## config.mk

```make
export PLATFORM = sky130hd
export DESIGN_NAME = usart_tx_arbiter
export DESIGN_NICKNAME = d
export VERILOG_FILES = /design/src/rtl/usart_pkg.sv /design/src/rtl/rr_priority_pick.sv /design/src/rtl/usart_tx_arbiter.sv
export SDC_FILE = /design/constraint.sdc
export NUM_CORES = 1
export LEC_CHECK = 0
export CAP_MARGIN = 20
export CELL_PAD_IN_SITES_DETAIL_PLACEMENT = 0
export CELL_PAD_IN_SITES_GLOBAL_PLACEMENT = 2
export CORE_MARGIN = 3
export CORE_UTILIZATION = 23
export CTS_BUF_LIST = sky130_fd_sc_hd__clkbuf_2
export DETAILED_ROUTE_END_ITERATION = 12
export PLACE_DENSITY = 0.87
export SYNTH_ARGS = -nofsm -noshare
export SYNTH_HDL_FRONTEND = slang
export SYNTH_SLANG_ARGS = --single-unit
```

## constraint.sdc

```tcl
create_clock -name serial_clock -period 2.3 [get_ports serial_clock]
set_input_delay 0.23 -clock serial_clock [delete_from_list [all_inputs] [get_ports serial_clock]]
set_output_delay 0.23 -clock serial_clock [all_outputs]
set_load 0.02 [all_outputs]
```

## src/rtl/usart_pkg.sv

```systemverilog
// rtl/usart_pkg.sv - shared USART constants and arbiter state encoding
package usart_pkg;

  localparam int BYTE_W         = 8;
  localparam int CLKS_PER_BIT_W = 12;

  typedef enum logic [1:0] {
    ARB_IDLE      = 2'd0,
    ARB_SEND      = 2'd1,
    ARB_WAIT_DONE = 2'd2
  } arb_state_t;

endpackage

```

## src/rtl/rr_priority_pick.sv

```systemverilog
// rtl/rr_priority_pick.sv - combinational round-robin winner search after last_grant
module rr_priority_pick #(
  parameter int NUM_PORTS = 4,
  parameter int PORT_W    = 2
) (
  input  logic [NUM_PORTS-1:0] req,
  input  logic [PORT_W-1:0]    last_grant,
  output logic [PORT_W-1:0]    winner,
  output logic                 any
);

  logic [PORT_W-1:0] idx;

  // Walk ports starting one past last_grant, wrapping, first requester wins
  always_comb begin
    winner = '0;
    any    = 1'b0;
    idx    = '0;
    for (int off = 1; off <= NUM_PORTS; off++) begin
      idx = PORT_W'((int'(last_grant) + off) % NUM_PORTS);
      if (!any && req[idx]) begin
        any    = 1'b1;
        winner = idx;
      end
    end
  end

endmodule

```

## src/rtl/usart_tx_arbiter.sv

```systemverilog
// rtl/usart_tx_arbiter.sv - round-robin arbiter sharing one usart_tx; watchdog via USART_TX_ARB_TIMEOUT_EN
module usart_tx_arbiter
  import usart_pkg::*;
#(
  parameter int          NUM_PORTS      = 4,
  parameter int          PORT_W         = 2,
  parameter logic [15:0] TIMEOUT_CYCLES = 16'hFFFF
) (
  input  logic                        serial_clock,
  input  logic                        reset,
  input  logic [NUM_PORTS-1:0]        req_valid,
  input  logic [BYTE_W*NUM_PORTS-1:0] req_data,
  output logic [NUM_PORTS-1:0]        req_ready,
  output logic [BYTE_W-1:0]           tx_data,
  output logic                        tx_valid,
  input  logic                        tx_ready,
  input  logic                        tx_done,
  output logic                        busy,
  output logic                        done_valid,
  output logic [PORT_W-1:0]           done_id
`ifdef USART_TX_ARB_TIMEOUT_EN
  ,
  output logic                        timeout
`endif
);

  if (NUM_PORTS < 2 || NUM_PORTS > 8 || PORT_W != $clog2(NUM_PORTS) || TIMEOUT_CYCLES == 16'd0)
  begin : g_bad_cfg
    $error("usart_tx_arbiter: unsupported parameter combination");
  end

  arb_state_t               state_q, state_d;
  logic [PORT_W-1:0]        last_grant_q, last_grant_d;
  logic [PORT_W-1:0]        cur_id_q, cur_id_d;
  logic [BYTE_W-1:0]        tx_data_d;
  logic                     tx_valid_d;
  logic [NUM_PORTS-1:0]     req_ready_d;
  logic                     done_valid_d;
  logic [PORT_W-1:0]        done_id_d;
  logic [PORT_W-1:0]        pick_id;
  logic                     pick_any;
  logic [BYTE_W-1:0]        pick_data;

`ifdef USART_TX_ARB_TIMEOUT_EN
  logic [15:0]              tmo_cnt_q, tmo_cnt_d;
  logic                     timeout_d;
`endif

  rr_priority_pick #(
    .NUM_PORTS (NUM_PORTS),
    .PORT_W    (PORT_W)
  ) u_pick (
    .req        (req_valid),
    .last_grant (last_grant_q),
    .winner     (pick_id),
    .any        (pick_any)
  );

  assign busy = (state_q != ARB_IDLE);

  // Byte mux for the winning port, written as a compare loop to keep index widths exact
  always_comb begin
    pick_data = '0;
    for (int i = 0; i < NUM_PORTS; i++) begin
      if (pick_id == PORT_W'(i)) pick_data = req_data[i*BYTE_W +: BYTE_W];
    end
  end

  // Next-state and registered-output logic for the grant/load/accept/done sequence
  always_comb begin
    state_d      = state_q;
    last_grant_d = last_grant_q;
    cur_id_d     = cur_id_q;
    tx_data_d    = tx_data;
    tx_valid_d   = tx_valid;
    req_ready_d  = '0;
    done_valid_d = 1'b0;
    done_id_d    = done_id;
`ifdef USART_TX_ARB_TIMEOUT_EN
    tmo_cnt_d    = tmo_cnt_q;
    timeout_d    = 1'b0;
`endif

    case (state_q)
      ARB_IDLE: begin
        if (pick_any) begin
          tx_data_d  = pick_data;
          cur_id_d   = pick_id;
          tx_valid_d = 1'b1;
          for (int i = 0; i < NUM_PORTS; i++) begin
            req_ready_d[i] = (pick_id == PORT_W'(i));
          end
          state_d    = ARB_SEND;
`ifdef USART_TX_ARB_TIMEOUT_EN
          tmo_cnt_d  = '0;
`endif
        end
      end

      ARB_SEND: begin
        if (tx_ready) begin
          tx_valid_d = 1'b0;
          if (tx_done) begin
            done_valid_d = 1'b1;
            done_id_d    = cur_id_q;
            last_grant_d = cur_id_q;
            state_d      = ARB_IDLE;
          end else begin
            state_d = ARB_WAIT_DONE;
          end
        end
      end

      ARB_WAIT_DONE: begin
        if (tx_done) begin
          done_valid_d = 1'b1;
          done_id_d    = cur_id_q;
          last_grant_d = cur_id_q;
          state_d      = ARB_IDLE;
        end
      end

      default: begin
        state_d    = ARB_IDLE;
        tx_valid_d = 1'b0;
      end
    endcase

`ifdef USART_TX_ARB_TIMEOUT_EN
    // Watchdog overrides a normal completion if both land on the same edge
    if (state_q == ARB_SEND || state_q == ARB_WAIT_DONE) begin
      tmo_cnt_d = tmo_cnt_q + 16'd1;
      if (tmo_cnt_q == TIMEOUT_CYCLES - 16'd1) begin
        timeout_d    = 1'b1;
        tx_valid_d   = 1'b0;
        done_valid_d = 1'b0;
        done_id_d    = done_id;
        last_grant_d = cur_id_q;
        state_d      = ARB_IDLE;
      end
    end
`endif
  end

  // State and output registers, synchronous active-high reset
  always_ff @(posedge serial_clock) begin
    if (reset) begin
      state_q      <= ARB_IDLE;
      last_grant_q <= PORT_W'(NUM_PORTS - 1);
      cur_id_q     <= '0;
      tx_data      <= '0;
      tx_valid     <= 1'b0;
      req_ready    <= '0;
      done_valid   <= 1'b0;
      done_id      <= '0;
`ifdef USART_TX_ARB_TIMEOUT_EN
      tmo_cnt_q    <= '0;
      timeout      <= 1'b0;
`endif
    end else begin
      state_q      <= state_d;
      last_grant_q <= last_grant_d;
      cur_id_q     <= cur_id_d;
      tx_data      <= tx_data_d;
      tx_valid     <= tx_valid_d;
      req_ready    <= req_ready_d;
      done_valid   <= done_valid_d;
      done_id      <= done_id_d;
`ifdef USART_TX_ARB_TIMEOUT_EN
      tmo_cnt_q    <= tmo_cnt_d;
      timeout      <= timeout_d;
`endif
    end
  end

endmodule

```

==> results.cfg <==
[grt]
use_met1 = 0.124
grt_use_met2 = 0.202
grt_pass1_vias = 1089
grt_pass1_wl_um = 5180
top_usage_layer = met2
grt_max_degree = 22
grt_usage = 0.110
use_met3 = 0.0141
overflow = 0
antenna_found_initial = 0

[synthesis]
async_flop_share = 0
yosysWarnings = 0
synthAdderAreaFrac = 0.0325
synth_commonest_cells = 22 x dfxtp_1, 18 x mux2i_1, 17 x nand2_1, 10 x a21oi_1, 10 x nor2_1
ys.flop_type = dfxtp_1
synth_area_leaders = dfxtp_1 38%, mux2i_1 16%, o221ai_2 10%
synth_simple_gate_area_frac = 0.171
synth-compound-area-share = 0.201
avgSynthCellArea_sq_um = 9.46
ys_seq_elements = 22
syn_inst = 122
ys_seq_area_frac = 0.382
yosysMostFrequentCell = dfxtp_1
synth_edf_count = 0
synth_nets = 165
netlist_area_sq_mm = 0.00115
muxShareOfSynthArea = 0.156
synth-xor-area-share = 0
ys_types = 27
synth_top_family_by_area = compound AO/OA/AOI/OAI gates
yosysTopAreaCell = dfxtp_1
netlist.area_leader.share = 0.382

[clock_tree]
cts_hold_buf = 0
cts_root_buffer = clkbuf_2
clk_path_buf_depth = 2
cts_setup_buffers = 0
post_cts_resized = 0
cts_tree = built
cts.sinks = 22
numCtsBuffers = 3
cts_max_level = 1
clk_pin_slew_ns = 0.20
clk_latency_ns = 0.34

[worst_setup_path]
cp-endpoint = busy
crit_start = state_q[0]$_SDFFE_PP0P_
cp_num_buf_inv = 3
worst-r2r-setup-slack_ns = 0.46
rr_endpoint = tx_data[3]$_SDFFE_PP0N_
cp_num_cells = 4
endpoint_kind = output port
crit_slowest_cell = clkdlybuf4s50_1
critPathTopFamily = buffers and inverters
crit_top_cell = inv_1
critical_path.max_stage_delay_ns = 0.62
path_max_fanout = 4
critPathKind = register to output port
start_kind = register
arrival_ns = 1.75
r2r_cells = 5
cp.required_ns = 2.07
rr_startpoint = last_grant_q[1]$_SDFFE_PP1P_
crit_chain = inv_1, ha_1, inv_1, clkdlybuf4s50_1

[die]
start_util = 0.241
coreArea_sq_mm = 0.00479
dieHeight_um = 76.8
dieArea_sq_mm = 0.00590
rows = 25
die_w_um = 76.8
io_pins = 57

[drt]
post_drt_wl_per_cell_um = 13.4
drtAntennaViolNets = 0
num_vias = 1079
drcViolationCount = 0
wirelength_um = 3260
drtPass1Iterations = 4
post_drt_via_cell_ratio = 4.44
drtIter0Drc = 25

[sta]
worst_slew_pin_slew_ns = 0.611
relSlewSlack = 0.593
rsz0062_at_grt = no
max_freq_mhz = 506
finalHoldViolCount = 0
fin_skew_ns = 0.0138
finalSetupViolCount = 0
setup_tns_ns = 0
layout_setup_ws_ns = 0.324
layout_min_cycle_time_ns = 1.98
finalMaxSlewViolations = 0
finalCritPeriodShare = 0.859

[placed_design]
gp_congestion = 0.743
pre_cts_ws_ns = 0.103
place_area_sq_mm = 0.00176
dp_hpwl_um = 2580
place.port_buffers = 56

[outcome]
outcome = finished, final reports clean

[finish]
fillers = 493
diodes = 0
finalInstanceArea_sq_mm = 0.00178
layout.area.seq_sq_um = 440
area_delta_synth_final_pct = 54.0
multi_input_area_sq_um = 647
drive_gt1_frac = 0.102
finalNetCount = 220

[flow_run]
maxCapViolCount = 0

[power]
power_w = 0.00108
p_switching_w = 0.000375
cellPowerDensity_mw_per_mm2 = 608
p_int_w = 0.000705
pwr-share-clk = 0.149
leakagePower_nw = 0.701
p_seq_frac = 0.432
switching_share = 0.347
ir_worst_vdd_v = 0.000196
comb_power_share = 0.418

[min_path]
hp-class = register to register
==> through the flow <==
stage,util,cells,hold slack [ns]
final,0.371,243,0.489
after global routing,0.371,243,0.521
after CTS,0.371,243,0.493
after detailed placement,0.367,239,0.451
after global placement,0.367,239,0.450
after floorplan,-,122,0.385
==> worst min path at each step <==
stage / from / to / depth (start not counted)
after global placement: done_id[0]$_SDFFE_PP0P_ / done_id[0]$_SDFFE_PP0P_ / 2
after CTS: done_id[0]$_SDFFE_PP0P_ / done_id[0]$_SDFFE_PP0P_ / 2
after floorplan: tx_done / done_valid$_SDFF_PP0_ / 2
after detailed placement: tx_data[2]$_SDFFE_PP0N_ / tx_data[2]$_SDFFE_PP0N_ / 2
after global routing: done_id[1]$_SDFFE_PP0P_ / done_id[1]$_SDFFE_PP0P_ / 2
final: done_id[1]$_SDFFE_PP0P_ / done_id[1]$_SDFFE_PP0P_ / 2
==> kinds of logic (layout without fill, tap and decap cells) <==
| logic type | Yosys count | count (layout) |
|---|---|---|
| buffers and inverters | 13 | 67 |
| AO/OA/AOI/OAI | 26 | 26 |
| AND/OR/NAND/NOR | 40 | 40 |
| multiplexers | 18 | 18 |
| flip-flops | 22 | 22 |
| adder cells (fa/ha/maj) | 3 | 3 |
==> registers in the layout, summed over array words and instances (netlist names) <==
signal and cells:
done_id 2, cur_id_q 2, req_ready 4, done_valid 1, state_q 2, last_grant_q 2, tx_valid 1, tx_data 8
==> cell usage in the layout, fill, tap and decap left out, drive strengths merged <==
master	count
o21ai	2
mux2i	18
o221a	1
or4	1
dfxtp	22
a211oi	3
a31oi	1
nand2b	3
ha	3
clkinv	1
nor3	1
nor2	11
nand2	18
clkdlybuf4s50	56
nand3	1
o41a	1
clkbuf	3
and2	1
nor2b	3
a21oi	10
inv	7
o221ai	8
and3	1
==> area by class of cell <==
type,count,share of cell area
clock buffers,3,0.00845
clock inverters,1,0.00211
inverters,7,0.0148
multi-input cells,87,0.364
flip-flops and latches,22,0.248
well taps,67,0.0472
repair buffers,56,0.315
==> per-layer routing <==
| metal | vias to the layer above | share of wire |
|---|---|---|
| met3 | 5 | 0.025 |
| met5 | - | 0 |
| met1 | 512 | 0.42 |
| li1 | 542 | - |
| met4 | 0 | 0.019 |
| met2 | 20 | 0.54 |
==> power by group through the flow <==
| stage | Clock [W] | Combinational, W | Sequential (W) |
|---|---|---|---|
| 6_report | 0.000161 | 0.000452 | 0.000467 |
| 5_1_grt | 0.000187 | 0.000488 | 0.000476 |
| 4_1_cts | 0.000171 | 0.000458 | 0.000468 |
| 3_5_place_dp | 0 | 0.000455 | 0.000475 |
| 3_3_place_gp | 0 | 0.000449 | 0.000473 |
| 2_1_floorplan | 0 | 0.000232 | 0.000515 |
==> worst min-delay path: stages (launching register included) <==
cell	delay (ns)
dfxtp_1	0.36
nand2_1	0.05
a21oi_1	0.06
Power figures use the tool's default switching activity.
